### config.mk
export PLATFORM = sky130hd
export DESIGN_NAME = fir_stream_seq
export DESIGN_NICKNAME = d
export VERILOG_FILES = /design/src/rtl/fir_stream_pkg.sv /design/src/rtl/fir_tag_pipe.sv /design/src/rtl/fir_stream_seq.sv
export SDC_FILE = /design/constraint.sdc
export NUM_CORES = 1
export LEC_CHECK = 0
export BUFFER_PORTS_ARGS = -buffer_cell sky130_fd_sc_hd__buf_2
export CAP_MARGIN = 10
export CORE_MARGIN = 1.5
export CORE_UTILIZATION = 30
export CTS_CLUSTER_DIAMETER = 30
export DETAILED_ROUTE_END_ITERATION = 8
export HOLD_SLACK_MARGIN = 0.12
export PLACE_DENSITY = 0.63
export SETUP_SLACK_MARGIN = 0.5
export SLEW_MARGIN = 20
export SYNTH_ARGS = -nofsm -noshare
export SYNTH_HDL_FRONTEND = slang
export SYNTH_SLANG_ARGS = --single-unit
### constraint.sdc
create_clock -name clk -period 3.4 [get_ports clk]
set_input_delay 0.17 -clock clk [delete_from_list [all_inputs] [get_ports clk]]
set_output_delay 0.17 -clock clk [all_outputs]
set_load 0.005 [all_outputs]
### src/rtl/fir_stream_pkg.sv
// Shared types and default sizing for the FIR stream sequencer and its tag pipe.
package fir_stream_pkg;
    localparam int DEF_DATA_W   = 32;
    localparam int DEF_ACC_W    = 64;
    localparam int DEF_NUM_TAPS = 16;
    localparam int DEF_PIPE_LAT = 8;
    localparam int DEF_LEN_W    = 16;

    typedef enum logic [1:0] {
        IDLE,
        RUN,
        FLUSH,
        DRAIN
    } state_t;

    typedef struct packed {
        logic vld;
        logic last;
    } tag_t;
endpackage

### src/rtl/fir_tag_pipe.sv
// Shift register that delays {vld,last} tags so they line up with the filter output.
module fir_tag_pipe
    import fir_stream_pkg::*;
#(
    parameter int PIPE_LAT = DEF_PIPE_LAT
) (
    input  logic clk,
    input  logic rst,
    input  logic flush,
    input  logic din_vld,
    input  logic din_last,
    output logic dout_vld,
    output logic dout_last
);
    tag_t pipe [PIPE_LAT];

    // flush drops every in-flight tag so an aborted frame never reaches the output
    always_ff @(posedge clk or negedge rst) begin
        if (!rst) begin
            for (int i = 0; i < PIPE_LAT; i++) pipe[i] <= '0;
        end else if (flush) begin
            for (int i = 0; i < PIPE_LAT; i++) pipe[i] <= '0;
        end else begin
            pipe[0] <= '{vld: din_vld, last: din_last};
            for (int i = 1; i < PIPE_LAT; i++) pipe[i] <= pipe[i-1];
        end
    end

    assign dout_vld  = pipe[PIPE_LAT-1].vld;
    assign dout_last = pipe[PIPE_LAT-1].last;
endmodule

### src/rtl/fir_stream_seq.sv
// Frame sequencer for a pipelined FIR: feeds samples, flushes the tail, tags outputs.
// Optional FIR_STREAM_SEQ_UNDERRUN_CNT_EN adds a saturating starved-cycle counter.
module fir_stream_seq
    import fir_stream_pkg::*;
#(
    parameter int DATA_W   = DEF_DATA_W,
    parameter int ACC_W    = DEF_ACC_W,
    parameter int NUM_TAPS = DEF_NUM_TAPS,
    parameter int PIPE_LAT = DEF_PIPE_LAT,
    parameter int LEN_W    = DEF_LEN_W
) (
    input  logic              clk,
    input  logic              rst,
    input  logic              start,
    input  logic              abort,
    input  logic [LEN_W-1:0]  frame_len,
    input  logic              s_valid,
    output logic              s_ready,
    input  logic [DATA_W-1:0] s_data,
    output logic              filt_clr,
    output logic [DATA_W-1:0] filt_x,
    input  logic [ACC_W-1:0]  filt_y,
    output logic              m_valid,
    output logic [ACC_W-1:0]  m_data,
    output logic              m_last,
    output logic              busy,
    output logic              done,
`ifdef FIR_STREAM_SEQ_UNDERRUN_CNT_EN
    output logic [15:0]       underrun_cnt,
`endif
    output logic              underrun
);
    localparam int   TAIL_W  = $clog2(NUM_TAPS + PIPE_LAT + 1);
    localparam logic ONE_TAP = (NUM_TAPS == 1);

    state_t             state;
    logic [LEN_W-1:0]   len;
    logic [LEN_W-1:0]   slot_cnt;
    logic [TAIL_W-1:0]  tail_cnt;
    tag_t               tag_x;
    logic               zero_done;
    logic               abort_act;
    logic               start_ok;
    logic               last_slot;
    logic               last_tail;
    logic               drain_end;

    assign abort_act = abort && (state != IDLE);
    assign start_ok  = (state == IDLE) && start && !abort && (frame_len != '0);
    assign last_slot = (slot_cnt == len - LEN_W'(1));
    assign last_tail = (tail_cnt == TAIL_W'(NUM_TAPS - 2));
    assign drain_end = (tail_cnt == TAIL_W'(PIPE_LAT));

    assign s_ready  = (state == RUN);
    assign busy     = (state != IDLE);
    assign filt_clr = (state == IDLE);
    assign m_data   = filt_y;
    assign done     = m_last || zero_done;

    // tag_x sits alongside filt_x, so the pipe output lines up PIPE_LAT cycles after filt_x
    fir_tag_pipe #(
        .PIPE_LAT (PIPE_LAT)
    ) u_tag_pipe (
        .clk       (clk),
        .rst       (rst),
        .flush     (abort_act),
        .din_vld   (tag_x.vld),
        .din_last  (tag_x.last),
        .dout_vld  (m_valid),
        .dout_last (m_last)
    );

    // A starved RUN slot still consumes a slot: the filter cannot stall, so it sees a zero
    always_ff @(posedge clk or negedge rst) begin
        if (!rst) begin
            state     <= IDLE;
            len       <= '0;
            slot_cnt  <= '0;
            tail_cnt  <= '0;
            filt_x    <= '0;
            tag_x     <= '0;
            zero_done <= 1'b0;
            underrun  <= 1'b0;
        end else begin
            zero_done <= 1'b0;
            filt_x    <= '0;
            tag_x     <= '0;
            if (abort_act) begin
                state    <= IDLE;
                slot_cnt <= '0;
                tail_cnt <= '0;
            end else begin
                case (state)
                    IDLE: begin
                        if (start_ok) begin
                            len      <= frame_len;
                            slot_cnt <= '0;
                            underrun <= 1'b0;
                            state    <= RUN;
                        end else if (start && !abort) begin
                            zero_done <= 1'b1;
                        end
                    end
                    RUN: begin
                        filt_x <= s_valid ? s_data : '0;
                        if (!s_valid) underrun <= 1'b1;
                        tag_x <= '{vld: 1'b1, last: ONE_TAP && last_slot};
                        if (last_slot) begin
                            slot_cnt <= '0;
                            tail_cnt <= '0;
                            state    <= ONE_TAP ? DRAIN : FLUSH;
                        end else begin
                            slot_cnt <= slot_cnt + LEN_W'(1);
                        end
                    end
                    FLUSH: begin
                        tag_x <= '{vld: 1'b1, last: last_tail};
                        if (last_tail) begin
                            tail_cnt <= '0;
                            state    <= DRAIN;
                        end else begin
                            tail_cnt <= tail_cnt + TAIL_W'(1);
                        end
                    end
                    DRAIN: begin
                        if (drain_end) begin
                            tail_cnt <= '0;
                            state    <= IDLE;
                        end else begin
                            tail_cnt <= tail_cnt + TAIL_W'(1);
                        end
                    end
                    default: state <= IDLE;
                endcase
            end
        end
    end

`ifdef FIR_STREAM_SEQ_UNDERRUN_CNT_EN
    always_ff @(posedge clk or negedge rst) begin
        if (!rst) begin
            underrun_cnt <= '0;
        end else if (start_ok) begin
            underrun_cnt <= '0;
        end else if ((state == RUN) && !s_valid && !abort_act && (underrun_cnt != 16'hFFFF)) begin
            underrun_cnt <= underrun_cnt + 16'd1;
        end
    end
`endif
endmodule

==> qor.yml, run 1 <==
worst_setup_path:
  crit_arrival_ps: 3190
  rr_worst_depth: 9
  r2r_start: "len[0]$_DFFE_PN0P_"
  path_buf_inv: 1
  cp-startpoint: "len[0]$_DFFE_PN0P_"
  critPathTopFamily: "simple AND/OR/NAND/NOR gates"
  endpoint_kind: "flop"
  cp.required_ps: 3640
  crit_path_top_delay_cell: "or4b_4"
  critPathMaxStageDelay_ps: 590
  crit_fanout: 5
  reg2reg_slack_ps: 460
  path_cells: "inv_2 -> ha_4 -> nor3b_4 -> nand4b_1 -> nor4_2 -> a211oi_2 -> or4b_4 -> o31ai_4 -> mux2_4"
  crit_type: "flop to flop"
  r2r-end: "tail_cnt[0]$_DFFE_PN0P_"
  critPathLaunchType: "flop"
logic_synthesis:
  synth_fp_nets: 612
  synth_seq_area_share: 0.457
  synth_top_flop_cell: "dfrtp_1"
  synth_most_common_cell: "dfrtp_1"
  syn_area_um2: 4980
  synthSimpleGateAreaFrac: 0.222
  synth_edf_count: 0
  synth-compound-area-share: 0.0738
  synth-xor-area-share: 0.0492
  syn_area_per_cell_um2: 10.3
  ys_types: 58
  synthMuxAreaShare: 0.0517
  yosysWarnings: 0
  synthCells: 485
  synth.largest_area_cell: "dfrtp_1"
  synth_common_cells: "dfrtp_1, buf_4, and2_1"
  synth.area.top_cells: "dfrtp_1, buf_4, and2_1"
  synth_top_family_by_area: "simple AND/OR/NAND/NOR gates"
  synth_seq_cells: 91
  synth-adder-area-share: 0.0251
  async_flop_share: 1.00
  synth_top_area_share: 0.457
power:
  p_sw_frac: 0.368
  peakVddDrop_uv: 276
  power_density_nw_per_um2: 686
  clockPowerShare: 0.253
  power_frac_comb: 0.392
  finalPower_mw: 4.21
  seqPwrFrac: 0.355
  p_leak_nw: 2.94
  p_switching_mw: 1.55
  internal-power_mw: 2.66
sta:
  whs_ps: 153
  worst_pin_slew_ps: 883
  max_slew_margin: 0.412
  final-hold-violation-count: 0
  finalSetupViolations: 0
  setup_tns_ps: 0
  fmax_mhz: 340
  finalCriticalPeriod_ps: 2940
  min_period_over_period: 0.866
  fin_skew_ps: 10.4
  rsz0062_at_grt: "true"
  drv_slew: 0
clocking:
  cts_tree: "built"
  clk_pin_slew_worst_paths_ps: 70
  cts_made_buffers: 9
  h-tree-depth: 3
  cts_buffer_depth: 2
  clkLatencyLatePin_ps: 360
  cts_sinks: 91
  clockRootBuffer: "clkbuf_16"
floorplanning:
  ios: 220
  initial_core_util: 0.310
  core-area_um2: 16100
  num_rows: 46
  fp.dieH_um: 132
  dieArea_um2: 17400
  die_x_um: 132
worst_hold_path:
  hold_end: "underrun$_DFFE_PN0P_"
  hold_depth: 4
  hp-start: "s_valid"
  hp-class: "input port to flop"
detailed_routing:
  drtPass1Iterations: 4
  wl_per_cell_um: 14.5
  ant_nets: 0
  vias_per_cell: 4.72
  vias: 3736
  drc: 0
  drt_iter0_markers: 119
  wl_mm: 11.5
layout:
  drive_above_1_share: 0.286
  nFillCells: 1571
  antenna_cells: 0
  finalNetCount: 698
  areaGrowthSynthToFinish_pct: 23.4
global_route:
  track_usage: 0.135
  grt_max_degree: 69
  grt-ovfl-total: 0
  antenna_found_initial: 0
  grt_pass1_vias: 3974
  grt_pass1_wl_mm: 19.1
placed_design:
  hpwl_mm: 7.90
  port_buffers: 91
  routabilityCongestion: 0.818
job:
  max_cap_violations: 0
status:
  status: "finished clean"
## metal layers
layer | vias to the layer above | track usage | wire (um)
met5 | - | 0 | 0
met4 | 0 | 0.111 | 592
met3 | 64 | 0.0258 | 482
met2 | 102 | 0.223 | 5690
met1 | 1796 | 0.152 | 4740
li1 | 1774 | - | -
## flip-flops by register name (all words and copies together), names as in the netlist, 2 cells and up
name and flops:
state 2, filt_x 32, len 16, u_tag_pipe.pipe 14, slot_cnt 16, tail_cnt 5
tag_x 2
## what timing repair did
| item | 4_1_cts | 5_1_grt |
|---|---|---|
| hold buffers | 49 | 0 |
| setup buffers | 7 | 0 |
| gates resized for setup | 7 | 5 |
| endpoints found under the setup margin | 22 | 22 |
| pin swaps | 3 | 0 |
| endpoints found under the hold margin | 115 | 0 |
## placed cells by master (no fill, tap or decap), types with 3 or more instances in the layout
master,netlist,routed
nand2b_1,4,4
buf_4,64,16
nor2_1,20,19
nand2_1,19,19
nand4b_1,4,4
o21ai_0,9,8
and3_1,12,11
nand3_1,17,17
ha_1,10,9
a21o_1,3,3
buf_2,2,90
nor4_1,12,10
nand3b_1,3,3
clkbuf_16,0,9
mux2_2,18,18
a21oi_1,9,9
inv_1,13,12
dfrtp_1,91,89
mux2i_1,4,4
nor2b_1,6,6
xor2_1,11,11
nor3_1,15,15
or2_2,3,3
xnor2_1,17,17
and2_1,56,56
nand4_1,7,7
dlygate4sd3_1,0,49
a31oi_1,6,6
## tightest hold or removal path, stage by stage
cell	delay, ps
buf_2	90
nor2_1	30
a21oi_1	130
a21oi_1	50
## layout make-up
cell class | count | area [um2] | area share
timing repair buffer | 156 | 1080 | 0.176
sequential | 91 | 2280 | 0.371
clock buffer | 9 | 225 | 0.0366
multi-input combinational | 300 | 2150 | 0.349
inverter | 13 | 48.8 | 0.00794
clock inverter | 7 | 95.1 | 0.0155
tap | 216 | 270 | 0.0440
## logic make-up (layout without fill, tap and decap cells)
| group | after synthesis | in the layout |
|---|---|---|
| buffers and inverters | 94 | 185 |
| DFF | 91 | 91 |
| muxes | 23 | 23 |
| and+or+nand+nor | 189 | 189 |
| xor gates and xnor gates | 28 | 28 |
| AOI/OAI and AO/OA | 50 | 50 |
| adders and majority gates | 10 | 10 |
## metrics by stage
stage / instance area (um2) / setup slack (ps) / utilization / cells
5_1_grt: 6150 / 323 / 0.383 / 792
3_3_place_gp: 5230 / 317 / 0.326 / 720
4_1_cts: 6120 / 478 / 0.381 / 792
2_1_floorplan: 4990 / 509 / - / 485
6_report: 6150 / 456 / 0.383 / 792
3_5_place_dp: 5230 / 221 / 0.326 / 720
## worst max-delay path by stage
stage | endpoint | slack, ps | cells after the start
2_1_floorplan | tail_cnt[0]$_DFFE_PN0P_ | 510 | 9
3_3_place_gp | tail_cnt[0]$_DFFE_PN0P_ | 320 | 7
3_5_place_dp | tail_cnt[0]$_DFFE_PN0P_ | 220 | 9
4_1_cts | tail_cnt[0]$_DFFE_PN0P_ | 480 | 8
5_1_grt | tail_cnt[1]$_DFFE_PN0P_ | 320 | 10
6_report | tail_cnt[0]$_DFFE_PN0P_ | 460 | 9
## power groups by stage
stage,registers (mW),logic (mW),clock network [mW]
3_5_place_dp,1.51,1.47,0
5_1_grt,1.53,1.83,1.14
2_1_floorplan,1.44,1.15,0
6_report,1.49,1.65,1.07
4_1_cts,1.49,1.64,1.10
3_3_place_gp,1.50,1.43,0
Power figures use the tool's default switching activity.
==> run 2: changes to the inputs <==
--- a/config.mk
+++ b/config.mk
@@ -12,7 +12,7 @@
 export CTS_CLUSTER_DIAMETER = 30
 export DETAILED_ROUTE_END_ITERATION = 8
 export HOLD_SLACK_MARGIN = 0.12
-export PLACE_DENSITY = 0.63
+export PLACE_DENSITY = 0.65
 export SETUP_SLACK_MARGIN = 0.5
 export SLEW_MARGIN = 20
 export SYNTH_ARGS = -nofsm -noshare
==> constraint.sdc (replaced) <==
create_clock -name clk -period 2.55 [get_ports clk]
set_input_delay 0.1275 -clock clk [delete_from_list [all_inputs] [get_ports clk]]
set_output_delay 0.1275 -clock clk [all_outputs]
set_load 0.005 [all_outputs]
==> run 2 against run 1 <==
Largest cell class is now multi-input gates. Utilization is 3.6 points higher. Highest routed layer unchanged. Sequential share of layout area down 3.1 points. Critical endpoint unchanged. Setup slack worse by 720 ps. Total power up 45%. The run now ends with negative setup slack left. Sequential power up 30%. Via count increased by 3.9%.
==> qor.yml, run 2 (same netlist as run 1, synthesis figures left out) <==
layout:
  final_common_cell: "buf_2"
  mostFrequentLayoutCells: "buf_2, dfrtp_1, and2_1, dlygate4sd3_1, buf_4"
  drive_above_1_share: 0.374
  finalNetCount: 739
  regMostFlops: "filt_x"
  reg_top3: "filt_x (32), len (16), slot_cnt (16)"
  antenna_cells: 0
  fin_cells: 833
  largest_register_ffs: 32
  utilization: 0.418
  areaGrowthSynthToFinish_pct: 34.8
detailed_routing:
  wl_mm: 12.0
  m1WireLength_mm: 4.95
  ant_nets: 0
  drtPass1Iterations: 4
  vias_per_cell: 4.66
  met3_length_um: 498
  wl_per_cell_um: 14.4
  wl_met2_mm: 6.20
  drc: 0
  top_layer: "met4"
  vias: 3882
  drt_iter0_markers: 193
floorplanning:
  die_x_um: 132
  initial_core_util: 0.310
  fp.dieH_um: 132
  num_rows: 46
  core-area_um2: 16100
  ios: 220
  dieArea_um2: 17400
global_route:
  grt_max_degree: 52
  antenna_found_initial: 0
  track_usage: 0.141
  grt-ovfl-total: 0
  grt_pass1_wl_mm: 20.0
  grt_pass1_vias: 4129
worst_setup_path:
  endpoint_kind: "flop"
  crit_type: "flop to flop"
  crit_arrival_ps: 3050
  critPathLaunchType: "flop"
  cp.required_ps: 2790
  crit_fanout: 4
clocking:
  cts_buffer_depth: 2
  clk_pin_slew_worst_paths_ps: 70
  cts_tree: "built"
  clockRootBuffer: "clkbuf_16"
  cts_sinks: 91
  cts_made_buffers: 9
  h-tree-depth: 3
  clkLatencyLatePin_ps: 350
placed_design:
  hpwl_mm: 8.39
  routabilityCongestion: 0.857
  dp_cells: 757
  port_buffers: 91
power:
  peakVddDrop_uv: 379
  p_leak_nw: 3.18
  power_density_nw_per_um2: 907
status:
  violations: "negative setup slack"
  status: "finished, violations left"
sta:
  fin_skew_ps: 11.2
  rsz0062_at_grt: "true"
  fmax_mhz: 356
  finalCriticalPeriod_ps: 2810
  min_period_over_period: 1.10
  setup_slack_ps: -262
  whs_ps: 177
  final-hold-violation-count: 0
  worst_pin_slew_ps: 674
  finalSetupViolations: 11
  max_slew_margin: 0.551
  drv_slew: 0
worst_hold_path:
  hp-class: "input port to flop"
job:
  max_cap_violations: 0
[run 2: cell count changes in the layout (fill, tap and decap cells not counted), sizes merged]
cell,delta
clkinv,-2
bufinv,-1
clkinvlp,+2
inv,+1
buf,+40
clkbuf,+1
[run 2: worst paths after layout]
kind / startpoint / endpoint / slack, ps / cells after the start
max: len[3]$_DFFE_PN0P_ / tail_cnt[0]$_DFFE_PN0P_ / -260 / 8
min: s_valid / underrun$_DFFE_PN0P_ / 180 / 4
max reg2reg: len[3]$_DFFE_PN0P_ / tail_cnt[0]$_DFFE_PN0P_ / -260 / 8
min reg2reg: u_tag_pipe.pipe[3]$_DFF_PN0_ / u_tag_pipe.dout_vld$_DFF_PN0_ / 450 / 1
max in group asynchronous: rst / filt_x[18]$_DFF_PN0_ / 1540 / 3
min in group asynchronous: rst / u_tag_pipe.dout_vld$_DFF_PN0_ / 360 / 2
[run 2: area by class of cell]
cell class	instances	area, um2
inverters	13	48.8
flip-flops and latches	91	2280
repair buffers	197	1450
clock buffers	9	225
fillers	1494	9340
clock inverters	7	57.6
multi-input cells	300	2380
well taps	216	270
[run 2: through the flow]
stage                     cell area, um2  power [mW]  setup TNS [ps]  worst slack [ps]
final                               6720        6.09           -1700              -262
after floorplan                     5070        3.56           -1560              -334
after global placement              5590        4.29           -1510              -256
after CTS                           6550        5.99           -1490              -240
after global routing                6720        6.51           -3580              -331
after detailed placement            5590        4.38           -2780              -364
[run 2: layer usage]
layer | up-vias | GRT usage
met5 | - | 0
met1 | 1888 | 0.159
met4 | 0 | 0.0765
met3 | 43 | 0.0288
li1 | 1865 | -
met2 | 86 | 0.250
[run 2: critical path, cell delays in order, from the launching register on]
cell     delay [ps]
dfrtp_2         460
buf_6           140
xor2_2          140
xnor2_1         200
a31oi_1         130
or4_4           540
or4b_4          540
o31ai_4         230
mux2_4          320
[run 2: repair_timing]
item,4_1_cts,5_1_grt
endpoints found under the hold margin,98,0
endpoints found under the setup margin,55,55
setup buffers,7,3
resized for setup,29,21
cloned,0,1
pin swaps,17,13
hold buffers,49,0
[run 2: where the power goes]
part	switching, mW	leakage, nW	internal [mW]
registers	0.226	1.23	1.71
clock network	0.602	0.135	0.676
logic	1.46	1.82	1.42
